[config.mk]
export PLATFORM = sky130hd
export DESIGN_NAME = osw_lane_sequencer_flat
export DESIGN_NICKNAME = d
export VERILOG_FILES = /design/src/rtl/osw_lane_sequencer_if.sv /design/src/rtl/osw_lane_sequencer.sv /design/src/flat_wrapper.sv
export SDC_FILE = /design/constraint.sdc
export NUM_CORES = 1
export LEC_CHECK = 0
export ABC_AREA = 1
export BUFFER_PORTS_ARGS = -buffer_cell sky130_fd_sc_hd__clkbuf_2
export CAP_MARGIN = 20
export CORE_MARGIN = 5
export CORE_UTILIZATION = 40
export DETAILED_ROUTE_END_ITERATION = 7
export PLACE_DENSITY = 0.67
export SYNTH_ARGS = -nofsm -noshare
export SYNTH_HDL_FRONTEND = slang
export SYNTH_SLANG_ARGS = --single-unit
[constraint.sdc]
create_clock -name aclk -period 1.3 [get_ports aclk]
set_input_delay 0.13 -clock aclk [delete_from_list [all_inputs] [get_ports aclk]]
set_output_delay 0.13 -clock aclk [all_outputs]
set_load 0.03 [all_outputs]
[src/rtl/osw_lane_sequencer_if.sv]
// Signal bundle between a lane-switch requester and osw_lane_sequencer.
//   switch_lane0_on/1_on  : requested switch drive level per lane
//   osw_status0/1         : raw switch status feedback (asynchronous)
//   err_clr               : pulse clearing both sticky error flags
//   osw_drive0/1          : switch driver outputs
//   switch_lane0/1_done   : one-cycle pulse on successful switch
//   common_gate           : traffic enable (1 = traffic allowed)
//   common_rst            : traffic-generator reset pulse
//   err_lane0/1           : sticky timeout flags
//   busy                  : sequencer not idle
interface osw_lane_sequencer_if;
  logic switch_lane0_on;
  logic switch_lane1_on;
  logic osw_status0;
  logic osw_status1;
  logic err_clr;
  logic osw_drive0;
  logic osw_drive1;
  logic switch_lane0_done;
  logic switch_lane1_done;
  logic common_gate;
  logic common_rst;
  logic err_lane0;
  logic err_lane1;
  logic busy;

  modport master (
    output switch_lane0_on, switch_lane1_on, osw_status0, osw_status1, err_clr,
    input  osw_drive0, osw_drive1, switch_lane0_done, switch_lane1_done,
           common_gate, common_rst, err_lane0, err_lane1, busy
  );

  modport slave (
    input  switch_lane0_on, switch_lane1_on, osw_status0, osw_status1, err_clr,
    output osw_drive0, osw_drive1, switch_lane0_done, switch_lane1_done,
           common_gate, common_rst, err_lane0, err_lane1, busy
  );
endinterface

[src/rtl/osw_lane_sequencer.sv]
// Optical-switch lane sequencer. Serialises lane switch requests: gates
// traffic for a guard interval, changes one lane's switch drive, waits for
// the synchronised status to follow, pulses the traffic-generator reset and
// re-enables traffic. A lane whose status never follows gets a sticky error
// and is skipped until err_clr arrives while idle.
// Ports:
//   aclk : clock, all logic on rising edge
//   rst  : synchronous active-high reset
//   osw  : osw_lane_sequencer_if.slave (requests/status in, drive/flags out)
module osw_lane_sequencer #(
  parameter int unsigned C_GUARD_CYCLES   = 16,
  parameter int unsigned C_TIMEOUT_CYCLES = 1000,
  parameter int unsigned C_RST_CYCLES     = 8
) (
  input  logic                  aclk,
  input  logic                  rst,
  osw_lane_sequencer_if.slave   osw
);

  typedef enum logic [2:0] {S_IDLE, S_GATE, S_DRIVE, S_RSTP, S_RESUME} state_t;

  // Terminal counts: each state lasts N cycles, counter runs 0..N-1.
  localparam logic [15:0] GUARD_LAST = 16'(C_GUARD_CYCLES - 1);
  localparam logic [15:0] TO_LAST    = 16'(C_TIMEOUT_CYCLES - 1);
  localparam logic [15:0] RST_LAST   = 16'(C_RST_CYCLES - 1);

  state_t      state_q, state_d;
  logic [15:0] cnt_q, cnt_d, cnt_inc;
  logic        sel_q, sel_d;
  logic        tgt_q, tgt_d;
  logic        last_q, last_d;
  logic [1:0]  drive_q, drive_d;
  logic [1:0]  err_q, err_d;
  logic [1:0]  done_q, done_d;
  logic        gate_q, gate_d;
  logic        crst_q, crst_d;
  logic        busy_q, busy_d;
  logic [1:0]  sync_p0, sync_p1;
  logic [1:0]  req;
  logic [1:0]  pending;
  logic        pick;

  assign req     = {osw.switch_lane1_on, osw.switch_lane0_on};
  assign pending = (req ^ drive_q) & ~err_q;
  // Round-robin: on contention serve the lane not served last.
  assign pick    = (pending == 2'b11) ? ~last_q : pending[1];
  assign cnt_inc = (cnt_q == 16'hFFFF) ? cnt_q : cnt_q + 16'd1;

  always_comb begin
    state_d = state_q;
    cnt_d   = cnt_inc;
    sel_d   = sel_q;
    tgt_d   = tgt_q;
    last_d  = last_q;
    drive_d = drive_q;
    err_d   = err_q;
    done_d  = 2'b00;
    case (state_q)
      S_IDLE: begin
        cnt_d = 16'd0;
        if (osw.err_clr) err_d = 2'b00;
        if (|pending) begin
          sel_d   = pick;
          tgt_d   = req[pick];
          last_d  = pick;
          state_d = S_GATE;
        end
      end
      S_GATE: begin
        if (cnt_q >= GUARD_LAST) begin
          cnt_d          = 16'd0;
          drive_d[sel_q] = tgt_q;
          state_d        = S_DRIVE;
        end
      end
      S_DRIVE: begin
        if (sync_p1[sel_q] == tgt_q) begin
          cnt_d   = 16'd0;
          state_d = S_RSTP;
        end else if (cnt_q >= TO_LAST) begin
          // Drive stays at target; only the flag records the failure.
          cnt_d        = 16'd0;
          err_d[sel_q] = 1'b1;
          state_d      = S_RESUME;
        end
      end
      S_RSTP: begin
        if (cnt_q >= RST_LAST) begin
          cnt_d         = 16'd0;
          done_d[sel_q] = 1'b1;
          state_d       = S_RESUME;
        end
      end
      S_RESUME: begin
        cnt_d   = 16'd0;
        state_d = S_IDLE;
      end
      default: begin
        cnt_d   = 16'd0;
        state_d = S_IDLE;
      end
    endcase
    // Outputs are registered from the next state so they line up with it.
    gate_d = (state_d == S_IDLE) || (state_d == S_RESUME);
    crst_d = (state_d == S_RSTP);
    busy_d = (state_d != S_IDLE);
  end

  always_ff @(posedge aclk) begin
    if (rst) begin
      state_q <= S_IDLE;
      cnt_q   <= 16'd0;
      last_q  <= 1'b1;
      drive_q <= 2'b00;
      err_q   <= 2'b00;
      done_q  <= 2'b00;
      gate_q  <= 1'b1;
      crst_q  <= 1'b0;
      busy_q  <= 1'b0;
      sync_p0 <= 2'b00;
      sync_p1 <= 2'b00;
    end else begin
      state_q <= state_d;
      cnt_q   <= cnt_d;
      last_q  <= last_d;
      drive_q <= drive_d;
      err_q   <= err_d;
      done_q  <= done_d;
      gate_q  <= gate_d;
      crst_q  <= crst_d;
      busy_q  <= busy_d;
      // Status synchroniser, stage 0 -> stage 1
      sync_p0 <= {osw.osw_status1, osw.osw_status0};
      sync_p1 <= sync_p0;
    end
  end

  // Lane select and target are only meaningful while busy; no reset needed.
  always_ff @(posedge aclk) begin
    sel_q <= sel_d;
    tgt_q <= tgt_d;
  end

  assign osw.osw_drive0        = drive_q[0];
  assign osw.osw_drive1        = drive_q[1];
  assign osw.switch_lane0_done = done_q[0];
  assign osw.switch_lane1_done = done_q[1];
  assign osw.common_gate       = gate_q;
  assign osw.common_rst        = crst_q;
  assign osw.err_lane0         = err_q[0];
  assign osw.err_lane1         = err_q[1];
  assign osw.busy              = busy_q;

endmodule

[src/flat_wrapper.sv]
// flat-port wrapper written by rule: the top's interface ports become plain ports
module osw_lane_sequencer_flat 
#(
  parameter int unsigned C_GUARD_CYCLES   = 16,
  parameter int unsigned C_TIMEOUT_CYCLES = 1000,
  parameter int unsigned C_RST_CYCLES     = 8
)
  (aclk, rst, osw_switch_lane0_on, osw_switch_lane1_on, osw_osw_status0, osw_osw_status1, osw_err_clr, osw_osw_drive0, osw_osw_drive1, osw_switch_lane0_done, osw_switch_lane1_done, osw_common_gate, osw_common_rst, osw_err_lane0, osw_err_lane1, osw_busy);
  osw_lane_sequencer_if osw_i ();
  input  logic aclk;
  input  logic rst;
  input wire logic [$bits(osw_i.switch_lane0_on)-1:0] osw_switch_lane0_on;
  input wire logic [$bits(osw_i.switch_lane1_on)-1:0] osw_switch_lane1_on;
  input wire logic [$bits(osw_i.osw_status0)-1:0] osw_osw_status0;
  input wire logic [$bits(osw_i.osw_status1)-1:0] osw_osw_status1;
  input wire logic [$bits(osw_i.err_clr)-1:0] osw_err_clr;
  output wire logic [$bits(osw_i.osw_drive0)-1:0] osw_osw_drive0;
  output wire logic [$bits(osw_i.osw_drive1)-1:0] osw_osw_drive1;
  output wire logic [$bits(osw_i.switch_lane0_done)-1:0] osw_switch_lane0_done;
  output wire logic [$bits(osw_i.switch_lane1_done)-1:0] osw_switch_lane1_done;
  output wire logic [$bits(osw_i.common_gate)-1:0] osw_common_gate;
  output wire logic [$bits(osw_i.common_rst)-1:0] osw_common_rst;
  output wire logic [$bits(osw_i.err_lane0)-1:0] osw_err_lane0;
  output wire logic [$bits(osw_i.err_lane1)-1:0] osw_err_lane1;
  output wire logic [$bits(osw_i.busy)-1:0] osw_busy;
  assign osw_i.switch_lane0_on = osw_switch_lane0_on;
  assign osw_i.switch_lane1_on = osw_switch_lane1_on;
  assign osw_i.osw_status0 = osw_osw_status0;
  assign osw_i.osw_status1 = osw_osw_status1;
  assign osw_i.err_clr = osw_err_clr;
  assign osw_osw_drive0 = osw_i.osw_drive0;
  assign osw_osw_drive1 = osw_i.osw_drive1;
  assign osw_switch_lane0_done = osw_i.switch_lane0_done;
  assign osw_switch_lane1_done = osw_i.switch_lane1_done;
  assign osw_common_gate = osw_i.common_gate;
  assign osw_common_rst = osw_i.common_rst;
  assign osw_err_lane0 = osw_i.err_lane0;
  assign osw_err_lane1 = osw_i.err_lane1;
  assign osw_busy = osw_i.busy;
  osw_lane_sequencer #(.C_GUARD_CYCLES(C_GUARD_CYCLES), .C_TIMEOUT_CYCLES(C_TIMEOUT_CYCLES), .C_RST_CYCLES(C_RST_CYCLES)) u_core (.aclk(aclk), .rst(rst), .osw(osw_i));
endmodule
==> results of run 1 <==
==> layout make-up <==
class / count / area (µm²)
inverter: 38 / 143
sequential: 35 / 729
tap: 50 / 62.6
clock inverter: 1 / 30.0
fill: 368 / 1740
timing repair buffer: 40 / 267
multi-input combinational: 157 / 956
clock buffer: 7 / 76.3
==> repair_timing <==
item	in CTS	in global routing
resized for setup	18	25
pin swaps	9	11
hold buffers	0	0
buffers inserted	4	6
endpoints found under the setup margin	17	25
==> power by group through the flow <==
stage          combinational, mW  clock [mW]  sequential, mW
2_1_floorplan              0.568           0            1.56
3_3_place_gp                1.08           0            1.43
3_5_place_dp                1.09           0            1.43
4_1_cts                     1.23       0.965            1.42
5_1_grt                     1.54        1.02            1.46
6_report                    1.39       0.940            1.43
==> registers in the layout, indices dropped and copies added (netlist names), 2 cells and up <==
register	count
u_core.sync_p1	2
u_core.drive_q	2
u_core.sync_p0	2
u_core.state_q	3
u_core.done_q	2
u_core.err_q	2
u_core.cnt_q	16
==> stage by stage <==
stage | setup slack, ns | hold WS, ns | cells | util (%)
6_report | -0.0871 | 0.0235 | 328 | 56.6
5_1_grt | -0.180 | 0.00917 | 328 | 56.6
3_3_place_gp | -0.0657 | 0.322 | 310 | 48.0
4_1_cts | -0.0420 | 0.0181 | 322 | 53.5
3_5_place_dp | -0.0906 | 0.327 | 310 | 48.0
2_1_floorplan | -0.0135 | 0.237 | 231 | -
==> kinds of logic (layout without fill, tap and decap cells) <==
kind of cell	Yosys count	count (layout)	share of synthesized area [%]
flops	35	35	43.8
compound gates	19	19	6.54
simple gates	129	129	38.8
fa+ha+maj	1	1	0.760
other cells	1	6	0.228
xor+xnor	2	2	1.06
buf+inv	39	86	8.89
==> worst register-to-register path, stage by stage (launching register included) <==
cell and delay [ns]:
sky130_fd_sc_hd__dfxtp_2 0.34, sky130_fd_sc_hd__ha_4 0.17, sky130_fd_sc_hd__nand2_4 0.08, sky130_fd_sc_hd__nand2_1 0.08, sky130_fd_sc_hd__nor2_2 0.13, sky130_fd_sc_hd__nand3_2 0.15
sky130_fd_sc_hd__nand2_2 0.14, sky130_fd_sc_hd__nor2_2 0.05, sky130_fd_sc_hd__buf_4 0.13, sky130_fd_sc_hd__nor2_2 0.06
==> placed cells by master, fill, tap and decap left out <==
master,instances
sky130_fd_sc_hd__inv_2,3
sky130_fd_sc_hd__nand3_4,3
sky130_fd_sc_hd__xor2_1,1
sky130_fd_sc_hd__clkbuf_2,15
sky130_fd_sc_hd__nand2_4,3
sky130_fd_sc_hd__nor2_1,24
sky130_fd_sc_hd__clkbuf_8,5
sky130_fd_sc_hd__edfxtp_1,2
sky130_fd_sc_hd__a21oi_4,1
sky130_fd_sc_hd__and3_1,1
sky130_fd_sc_hd__nor3_4,3
sky130_fd_sc_hd__a21oi_1,4
sky130_fd_sc_hd__a41oi_1,1
sky130_fd_sc_hd__o21ai_1,4
sky130_fd_sc_hd__a21oi_2,3
sky130_fd_sc_hd__nand4_1,2
sky130_fd_sc_hd__nand3_2,5
sky130_fd_sc_hd__xnor2_1,1
sky130_fd_sc_hd__nor2_2,12
sky130_fd_sc_hd__nand2_1,41
sky130_fd_sc_hd__dfxtp_1,26
sky130_fd_sc_hd__inv_1,35
sky130_fd_sc_hd__o21ai_0,4
sky130_fd_sc_hd__conb_1,6
sky130_fd_sc_hd__buf_4,24
sky130_fd_sc_hd__nor3_2,1
sky130_fd_sc_hd__dfxtp_2,7
sky130_fd_sc_hd__a211oi_2,1
sky130_fd_sc_hd__ha_4,1
sky130_fd_sc_hd__bufinv_16,1
sky130_fd_sc_hd__clkbuf_1,2
sky130_fd_sc_hd__nand3_1,17
sky130_fd_sc_hd__nand2_2,11
sky130_fd_sc_hd__a31oi_2,1
sky130_fd_sc_hd__nor2_4,6
sky130_fd_sc_hd__buf_6,1
==> metal layers <==
metal  track usage, %  vias up
met1             18.6      659
met3             4.46        5
met2             21.9       22
li1                 -      799
met4             6.64        0
met5                0        -
==> worst max path at each step <==
| stage | from | end |
|---|---|---|
| after detailed placement | u_core.cnt_q[0]$_SDFF_PP0_ | u_core.osw.busy$_SDFF_PP0_ |
| after floorplan | u_core.cnt_q[0]$_SDFF_PP0_ | u_core.osw.busy$_SDFF_PP0_ |
| after global routing | u_core.cnt_q[1]$_SDFF_PP0_ | u_core.state_q[1]$_SDFF_PP0_ |
| final | u_core.cnt_q[1]$_SDFF_PP0_ | u_core.state_q[1]$_SDFF_PP0_ |
| after CTS | u_core.cnt_q[1]$_SDFF_PP0_ | u_core.cnt_q[2]$_SDFF_PP0_ |
| after global placement | u_core.cnt_q[1]$_SDFF_PP0_ | u_core.osw.busy$_SDFF_PP0_ |
==> summary.md, run 1 <==
* **area growth from synthesis to layout** 37.5%
* **remaining global-route overflow** 0
* **first-pass GRT wire length** 5970 µm
* **total setup violations reported at the end of the flow** 17
* **aggregate routed wire length** 3520 µm
* **maximum clock rate** 721 MHz
* **buffering stage count on the worst path with inverters included** 1
* **longest individual stage delay on the worst path** 0.34 ns
* **effective utilization at floorplan** 41.2%
* **number of standard cells after synthesis** 226
* **instance area at placement** 1920 µm²
* **overall die height** 74.2 µm
* **final weighted congestion in routability-driven placement** 0.823
* **Yosys top cell by area** sky130_fd_sc_hd__dfxtp_1
* **final period demand of the worst path** 1.39 ns
* **DR iter-0 viols** 92
* **IR Drop Worst-Case VDD** 0.754 mV
* **hold path cells** 3
* **total design power** 3.76 mW
* **portion of synthesized cell area occupied by the leading cell type** 40.1%
* **mean number of vias per cell** 4.53
* **most frequent cells after synthesis** sky130_fd_sc_hd__nand2_1 (49), sky130_fd_sc_hd__inv_1 (35), sky130_fd_sc_hd__dfxtp_1 (33)
* **required time at the endpoint of the critical path** 1.52 ns
* **number of synthesis warnings** 0
* **largest driver fanout on the critical path** 5
* **Syn Area/Cell** 7.29 µm²
* **detail-routed net length per standard cell** 10.7 µm
* **Final nets** 285
* **proportion of layout cells with a drive suffix above 1** 38.5%
* **diode count** 0
* **Worst Hold Class** in -> reg
* **Static Leak** 1.05 nW
* **top layer used by detailed routing** met4
* **number of cells traversed by the worst register-to-register path** 9
* **# Max-Cap Violations** 0
* **top area cells in the synthesized netlist** sky130_fd_sc_hd__dfxtp_1 (40%), sky130_fd_sc_hd__nand2_1 (11%), sky130_fd_sc_hd__inv_1 (8.0%), sky130_fd_sc_hd__nand3_1 (6.4%), sky130_fd_sc_hd__nor2_1 (6.2%)
* **register area share after synthesis** 43.8%
* **IO Count** 16
* **number of iterations in the first detailed-routing pass** 4
* **FF-to-FF End** u_core.state_q[1]$_SDFF_PP0_
* **post-route cell area** 2260 µm²
* **Setup crit end kind** register
* **CTS clk-pin slew, worst paths** 0.07 ns
* **site row count** 23
* **clock tree from TritonCTS** built
* **Total Die Area** 5500 µm²
* **sequential group share of total power** 38.1%
* **Port Buffer Count** 15
* **end point of the worst hold path** u_core.sync_p0[0]$_SDFF_PP0_
* **async set-or-reset flop fraction in the synthesized netlist** 0%
* **met3 wire length** 143 µm
* **final worst clock skew** 0.00458 ns
* **total number of vias** 1485
* **total routed wire length on the met1 layer** 1610 µm
* **cell with the most instances after synthesis** sky130_fd_sc_hd__nand2_1
* **FF-to-FF Start** u_core.cnt_q[1]$_SDFF_PP0_
* **number of enable flip-flop cells after synthesis** 2
* **final setup margin** -0.0871 ns
* **flop-to-flop setup slack** -0.09 ns
* **H-tree levels** 2
* **failing checks** setup timing
* **clock insertion delay at the later pin of the skew report** 0.29 ns
* **Final period util** 107%
* **most frequent cell on the critical path** sky130_fd_sc_hd__nor2_2
* **width of the die** 74.2 µm
* **critical path launch point type** register
* **placeable core region** 4000 µm²
* **CP Class** reg -> reg
* **cells traversed along the worst timing path** ha_4 > nand2_4 > nand2_1 > nor2_2 > nand3_2 > nand2_2 > nor2_2 > buf_4 > nor2_2
* **cell internal power dissipation** 2.43 mW
* **number of global-route vias before repair** 1355
* **antenna violation net count after detailed routing** 0
* **cell area after synthesis** 1650 µm²
* **unrepaired setup endpoints after global routing** true
* **DPL Wire Length** 2460 µm
* **result of the run** finished with violations
* **Inserted Clock Buffers** 5
* **Net Sw Power** 1.33 mW
* **Worst Min Path Start** osw_osw_status0
* **final number of hold-violating endpoints** 0
* **top flip-flop cell by instance count after synthesis** sky130_fd_sc_hd__dfxtp_1
* **detailed route wirelength on metal2** 1710 µm
* **pins over their slew limit** 0
* **worst endpoint data arrival time** 1.61 ns
* **Unique masters post-synth** 27
* **Gate power share** 36.9%
* **number of synthesized register bits** 35
* **number of DRC violations after detailed routing** 0
* **cell with the biggest individual delay on the critical path** sky130_fd_sc_hd__dfxtp_2
* **pin count of the biggest net entering global routing** 12
* **CP top delay family** simple AND/OR/NAND/NOR gates
* **switch share** 35.3%
* **Clock Root Buffer** sky130_fd_sc_hd__clkbuf_8
* **logic depth of the worst path, buffers included** 9
* **overall global routing resource usage** 14.4%
* **number of antenna violations at the first check in global routing** 0
* **Total Neg Setup Slack** -0.950 ns
* **clock network fraction of total power** 25.0%
* **power density over the cells** 1660 nW/µm²
* **buffers from clock root to sink, at most** 2
* **CTS sink count** 35
No activity file was read; power rests on OpenSTA's default activity.
==> run 2: changes to the inputs <==
--- a/config.mk
+++ b/config.mk
@@ -9,9 +9,9 @@
 export BUFFER_PORTS_ARGS = -buffer_cell sky130_fd_sc_hd__clkbuf_2
 export CAP_MARGIN = 20
 export CORE_MARGIN = 5
-export CORE_UTILIZATION = 40
+export CORE_UTILIZATION = 50
 export DETAILED_ROUTE_END_ITERATION = 7
-export PLACE_DENSITY = 0.67
+export PLACE_DENSITY = 0.79
 export SYNTH_ARGS = -nofsm -noshare
 export SYNTH_HDL_FRONTEND = slang
 export SYNTH_SLANG_ARGS = --single-unit
==> summary.md, run 2 (synthesis results as in run 1) <==
* **most frequent cell on the critical path** sky130_fd_sc_hd__nor2_4
* **mean number of vias per cell** 4.88, +7.8%
* **width of the die** 67.4 µm, -9.1%
* **worst endpoint data arrival time** 1.67 ns, +0.06 ns
* **CP Class** reg -> reg
* **number of iterations in the first detailed-routing pass** 4, unchanged
* **Port Buffer Count** 15, unchanged
* **required time at the endpoint of the critical path** 1.57 ns, +0.05 ns
* **failing checks** setup timing
* **DR iter-0 viols** 66, -28%
* **pin count of the biggest net entering global routing** 12, unchanged
* **remaining global-route overflow** 0, unchanged
* **number of global-route vias before repair** 1422, +4.9%
* **CP top delay family** simple AND/OR/NAND/NOR gates
* **antenna violation net count after detailed routing** 0, unchanged
* **final setup margin** -0.107 ns, -0.0196 ns
* **final period demand of the worst path** 1.41 ns, +0.0196 ns
* **total number of vias** 1582, +6.5%
* **diode count** 0, unchanged
* **H-tree levels** 2, unchanged
* **aggregate routed wire length** 3770 µm, +7.2%
* **max FFs per register** 16, unchanged
* **final worst clock skew** 0.0171 ns, +0.0125 ns
* **# Max-Cap Violations** 0, unchanged
* **buffering stage count on the worst path with inverters included** 0, -1
* **pins over their slew limit** 0, unchanged
* **clock insertion delay at the later pin of the skew report** 0.36 ns, +0.07 ns
* **longest individual stage delay on the worst path** 0.37 ns, +0.03 ns
* **cell with the biggest individual delay on the critical path** sky130_fd_sc_hd__dfxtp_2
* **proportion of layout cells with a drive suffix above 1** 38.6%, +0.082 points
* **power density over the cells** 1550 nW/µm², -7.0%
* **final weighted congestion in routability-driven placement** 0.840, +2.1%
* **number of antenna violations at the first check in global routing** 0, unchanged
* **number of DRC violations after detailed routing** 0, unchanged
* **final number of hold-violating endpoints** 0, unchanged
* **placeable core region** 3100 µm², -22%
* **Total Die Area** 4540 µm², -17%
* **Largest Register** u_core.cnt_q
* **maximum clock rate** 711 MHz, -1.4%
* **registers with the most flip-flops** u_core.cnt_q x16, u_core.state_q x3
* **top layer used by detailed routing** met4
* **detail-routed net length per standard cell** 11.6 µm, +8.5%
* **overall die height** 67.4 µm, -9.1%
* **CTS sink count** 35, unchanged
* **site row count** 20, -13%
* **detailed route wirelength on metal2** 1760 µm, +3.4%
* **most frequent cells in the layout** sky130_fd_sc_hd__nand2_1 (44), sky130_fd_sc_hd__inv_1 (35), sky130_fd_sc_hd__buf_4 (25), sky130_fd_sc_hd__nor2_1 (23), sky130_fd_sc_hd__dfxtp_1 (23)
* **critical path launch point type** register
* **Inserted Clock Buffers** 5, unchanged
* **fin cells** 324, -1.2%
* **instance area at placement** 1910 µm², -0.78%
* **post-route cell area** 2240 µm², -1.1%
* **first-pass GRT wire length** 6010 µm, +0.69%
* **Final period util** 108%, +1.5 points
* **total setup violations reported at the end of the flow** 16, -1
* **result of the run** finished with violations
* **Post-Place Worst Slack** -0.108 ns, -0.0176 ns
* **IO Count** 16, unchanged
* **DPL Wire Length** 2500 µm, +1.2%
* **area growth from synthesis to layout** 36.0%
* **Setup crit end kind** register
* **met3 wire length** 177 µm, +24%
* **effective utilization at floorplan** 53.1%, +12 points
* **most common cell after layout, fill and taps aside** sky130_fd_sc_hd__nand2_1
* **cell count after placement** 303, -2.3%
* **buffers from clock root to sink, at most** 2, unchanged
* **Static Leak** 1.05 nW, -0.66%
* **cells traversed along the worst timing path** ha_4 > nand2_4 > nor2_4 > nor2_4 > nand3_4 > nand2_2 > nor2_4 > nand2_1 > nand2_2 > nand2_1
* **unrepaired setup endpoints after global routing** true
* **fin util** 72.2%, +16 points
* **Final nets** 287, +0.70%
* **overall global routing resource usage** 17.9%, +3.5 points
* **total routed wire length on the met1 layer** 1710 µm, +6.0%
* **clock tree from TritonCTS** built
* **Clock Root Buffer** sky130_fd_sc_hd__clkbuf_4
* **IR Drop Worst-Case VDD** 1.16 mV, +53%
* **largest driver fanout on the critical path** 4, -1
* **Worst Hold Class** in -> reg
* **CTS clk-pin slew, worst paths** 0.11 ns, +0.04 ns
run 2: cell types whose count changed in the layout (fill, tap and decap cells not counted), sizes merged:
cell / previous run / this run
clkinv: 0 / 1
clkinvlp: 0 / 1
clkbuf: 22 / 21
bufinv: 1 / 0
dlygate4sd3: 0 / 2
run 2: area by class of cell:
type,count,area [µm²]
Clock buffer,6,41.3
Clock inverter,2,12.5
Fill cell,239,863
Inverter,38,143
Multi-Input combinational cell,157,972
Sequential cell,35,733
Tap cell,44,55.1
Timing Repair Buffer,42,283
run 2: repair_timing:
item,4_1_cts,5_1_grt
hold buffers,2,0
endpoints found under the setup margin,20,23
pin swaps,9,9
setup buffers,5,6
gates resized for setup,24,21
endpoints found under the hold margin,2,0
run 2: layer usage:
metal / vias to the layer above / track usage, %
li1: 805 / -
met1: 722 / 21.5
met2: 41 / 28.6
met3: 14 / 5.66
met4: 0 / 8.86
met5: - / 0
run 2: worst paths after layout:
check	from	cells past startpoint	slack, ns	endpoint
worst max-delay path	u_core.cnt_q[1]$_SDFF_PP0_	10	-0.11	u_core.osw.busy$_SDFF_PP0_
worst min-delay path	osw_err_clr	4	0.09	u_core.err_q[1]$_SDFFE_PP0P_
worst max register to register	u_core.cnt_q[1]$_SDFF_PP0_	10	-0.11	u_core.osw.busy$_SDFF_PP0_
worst min register to register	u_core.sync_p0[1]$_SDFF_PP0_	2	0.41	u_core.sync_p1[1]$_SDFF_PP0_
run 2: report_power, final:
group          internal (mW)  switching, mW
logic                  0.580          0.864
registers               1.29          0.145
clock network          0.208          0.377
total                   2.08           1.39
run 2: worst register-to-register path: stages, from the launching register on:
cell and delay [ns]:
sky130_fd_sc_hd__dfxtp_2 0.37, sky130_fd_sc_hd__ha_4 0.15, sky130_fd_sc_hd__nand2_4 0.07, sky130_fd_sc_hd__nor2_4 0.19, sky130_fd_sc_hd__nor2_4 0.07, sky130_fd_sc_hd__nand3_4 0.10
sky130_fd_sc_hd__nand2_2 0.07, sky130_fd_sc_hd__nor2_4 0.12, sky130_fd_sc_hd__nand2_1 0.07, sky130_fd_sc_hd__nand2_2 0.07, sky130_fd_sc_hd__nand2_1 0.05
run 2: stage by stage:
step                hold slack [ns]  TNS [ns]  power (mW)
global placement              0.326    -0.439        2.51
detailed placement            0.327     -1.05        2.54
finish                       0.0914     -1.05        3.46
floorplan                     0.237   -0.0135        2.13
CTS                          0.0831    -0.222        3.28
global route                  0.124     -2.60        3.67
==> run 3: changes to the inputs <==
--- a/config.mk
+++ b/config.mk
@@ -9,9 +9,9 @@
 export BUFFER_PORTS_ARGS = -buffer_cell sky130_fd_sc_hd__clkbuf_2
 export CAP_MARGIN = 20
 export CORE_MARGIN = 5
-export CORE_UTILIZATION = 50
+export CORE_UTILIZATION = 35
 export DETAILED_ROUTE_END_ITERATION = 7
-export PLACE_DENSITY = 0.79
+export PLACE_DENSITY = 0.61
 export SYNTH_ARGS = -nofsm -noshare
 export SYNTH_HDL_FRONTEND = slang
 export SYNTH_SLANG_ARGS = --single-unit
==> constraint.sdc (replaced) <==
create_clock -name aclk -period 1.3 [get_ports aclk]
set_input_delay 0.26 -clock aclk [delete_from_list [all_inputs] [get_ports aclk]]
set_output_delay 0.26 -clock aclk [all_outputs]
set_load 0.03 [all_outputs]
==> summary.md, run 3 (synthesis results as in run 1) <==
* **result of the run** finished with violations
* **failing checks** setup timing
* **number of global-route vias before repair** 1321, -7.1%
* **cells traversed along the worst timing path** ha_4 > nand2_4 > nor2_4 > nor2_4 > nand2_2 > buf_4 > nand3_1 > o21ai_1 > a21oi_1
* **clock tree from TritonCTS** built
* **hold bufs inserted after CTS** 0, -2
* **gr busiest metal** met2
* **clock insertion delay at the later pin of the skew report** 0.28 ns, -0.08 ns
* **overall global routing resource usage** 11.6%, -6.3 points
* **final worst clock skew** 0.00500 ns, -0.0121 ns
* **total number of vias** 1476, -6.7%
* **DR iter-0 viols** 104, +58%
* **number of antenna violations at the first check in global routing** 0, unchanged
* **total setup violations reported at the end of the flow** 15, -1
* **worst endpoint data arrival time** 1.55 ns, -0.12 ns
* **Final period util** 106%, -2.5 points
* **diode count** 0, unchanged
* **CTS clk-pin slew, worst paths** 0.07 ns, -0.04 ns
* **met1 track demand over resource** 15.3%, -6.3 points
* **Setup crit end kind** register
* **Worst Hold Class** in -> reg
* **proportion of layout cells with a drive suffix above 1** 37.2%, -1.4 points
* **Worst Min Path Start** osw_osw_status0
* **cell with the biggest individual delay on the critical path** sky130_fd_sc_hd__dfxtp_2
* **first-pass GRT wire length** 5660 µm, -5.8%
* **end of the critical path** u_core.drive_q[1]$_SDFFE_PP0P_
* **final setup margin** -0.0742 ns, +0.0325 ns
* **Total Die Area** 6180 µm², +36%
* **maximum clock rate** 728 MHz, +2.4%
* **DPL Wire Length** 2540 µm, +1.7%
* **most frequent cells in the layout** sky130_fd_sc_hd__nand2_1 (43), sky130_fd_sc_hd__inv_1 (35), sky130_fd_sc_hd__dfxtp_1 (27), sky130_fd_sc_hd__nor2_1 (25), sky130_fd_sc_hd__buf_4 (24)
* **pins over their slew limit** 0, unchanged
* **IO Count** 16, unchanged
* **width of the die** 78.6 µm, +17%
* **effective utilization at floorplan** 35.6%, -17 points
* **detail-routed net length per standard cell** 10.2 µm, -12%
* **flop-to-flop setup slack** -0.07 ns, +0.03 ns
* **fin util** 48.3%, -24 points
* **placeable core region** 4630 µm², +49%
* **overall die height** 78.6 µm, +17%
* **worst setup path startpoint** u_core.cnt_q[1]$_SDFF_PP0_
* **FF-to-FF End** u_core.drive_q[1]$_SDFFE_PP0P_
* **aggregate routed wire length** 3380 µm, -10%
* **largest driver fanout on the critical path** 4, unchanged
* **number of cells traversed by the worst register-to-register path** 9, -1
* **Inserted Clock Buffers** 5, unchanged
* **number of iterations in the first detailed-routing pass** 4, unchanged
* **cell count after placement** 316, +4.3%
* **longest individual stage delay on the worst path** 0.36 ns, about the same
* **met3 Usage GRT** 3.21%, -2.4 points
* **final period demand of the worst path** 1.37 ns, -0.0325 ns
* **registers with the most flip-flops** u_core.cnt_q x16, u_core.state_q x3
* **Final nets** 284, -1.0%
* **final weighted congestion in routability-driven placement** 0.846, +0.74%
* **Static Leak** 1.06 nW, +1.1%
* **Port Buffer Count** 15, unchanged
* **FF-to-FF Start** u_core.cnt_q[1]$_SDFF_PP0_
* **required time at the endpoint of the critical path** 1.48 ns, -0.09 ns
* **global-route track usage on met2** 17.5%, -11 points
* **antenna violation net count after detailed routing** 0, unchanged
* **Largest Register** u_core.cnt_q
* **most common cell after layout, fill and taps aside** sky130_fd_sc_hd__nand2_1
* **area growth from synthesis to layout** 35.9%
* **IR Drop Worst-Case VDD** 0.656 mV, -43%
* **mean number of vias per cell** 4.46, -8.7%
* **layout filler cell count** 461, +93%
* **site row count** 25, +25%
* **remaining global-route overflow** 0, unchanged
* **# Max-Cap Violations** 0, unchanged
* **buffers from clock root to sink, at most** 2, unchanged
* **number of DRC violations after detailed routing** 0, unchanged
* **final number of hold-violating endpoints** 0, unchanged
* **fin cells** 331, +2.2%
* **power density over the cells** 1660 nW/µm², +7.4%
* **H-tree levels** 2, unchanged
* **CTS sink count** 35, unchanged
* **CP Class** reg -> reg
* **Clock Root Buffer** sky130_fd_sc_hd__clkbuf_8
* **unrepaired setup endpoints after global routing** true
* **critical path launch point type** register
* **max FFs per register** 16, unchanged
* **most frequent cell on the critical path** sky130_fd_sc_hd__nor2_4
* **pin count of the biggest net entering global routing** 12, unchanged
run 3: worst min path at each step:
stage	slack, ns	depth (start not counted)	endpoint
final	0.16	3	u_core.sync_p0[0]$_SDFF_PP0_
after global routing	0.17	3	u_core.sync_p0[0]$_SDFF_PP0_
after CTS	0.15	3	u_core.sync_p0[0]$_SDFF_PP0_
after detailed placement	0.40	2	u_core.sync_p1[0]$_SDFF_PP0_
after global placement	0.39	2	u_core.sync_p1[0]$_SDFF_PP0_
after floorplan	0.37	2	u_core.sync_p0[0]$_SDFF_PP0_
run 3: what timing repair did:
item	in CTS	in global routing
setup endpoints to repair	20	23
resized for setup	14	19
hold endpoints to repair	0	0
setup buffers	2	5
pin swaps	10	8
run 3: report_power, final:
part           switching [mW]  internal [mW]  leakage, nW
combinational           0.773          0.517        0.702
clock                   0.377          0.620       0.0612
sequential              0.135           1.29        0.294
total                    1.29           2.43         1.06
run 3: worst max-delay path, delay by kind of cell, from the launching register on:
family / cells / cell delay [ns]
AO/OA/AOI/OAI: 2 / 0.20
adder cells (fa/ha/maj): 1 / 0.15
buffers and inverters: 1 / 0.11
flip-flops: 1 / 0.36
AND/OR/NAND/NOR: 5 / 0.45
run 3: metal layers:
metal  vias up  wire, µm
li1        802         -
met1       643      1610
met2        25      1570
met3         6       125
met4         0        68
met5         -         0
run 3: final cells by class:
type	instances	area (µm²)	share of cell area [%]
Multi-Input combinational cell	157	923	41.3
Sequential cell	35	731	32.7
Timing Repair Buffer	39	255	11.4
Tap cell	54	67.6	3.02
Clock buffer	6	82.6	3.69
Inverter	38	143	6.38
Clock inverter	2	35.0	1.57
run 3: per-stage QoR:
step	total power, mW	hold WS, ns	setup TNS, ns	area [µm²]	setup slack, ns
2_1_floorplan	2.13	0.367	-0.0135	1680	-0.0135
3_3_place_gp	2.51	0.392	-0.517	1940	-0.0663
3_5_place_dp	2.53	0.398	-1.05	1940	-0.0975
4_1_cts	3.64	0.153	-0.389	2140	-0.0483
5_1_grt	3.95	0.168	-2.18	2240	-0.169
6_report	3.71	0.162	-0.592	2240	-0.0742
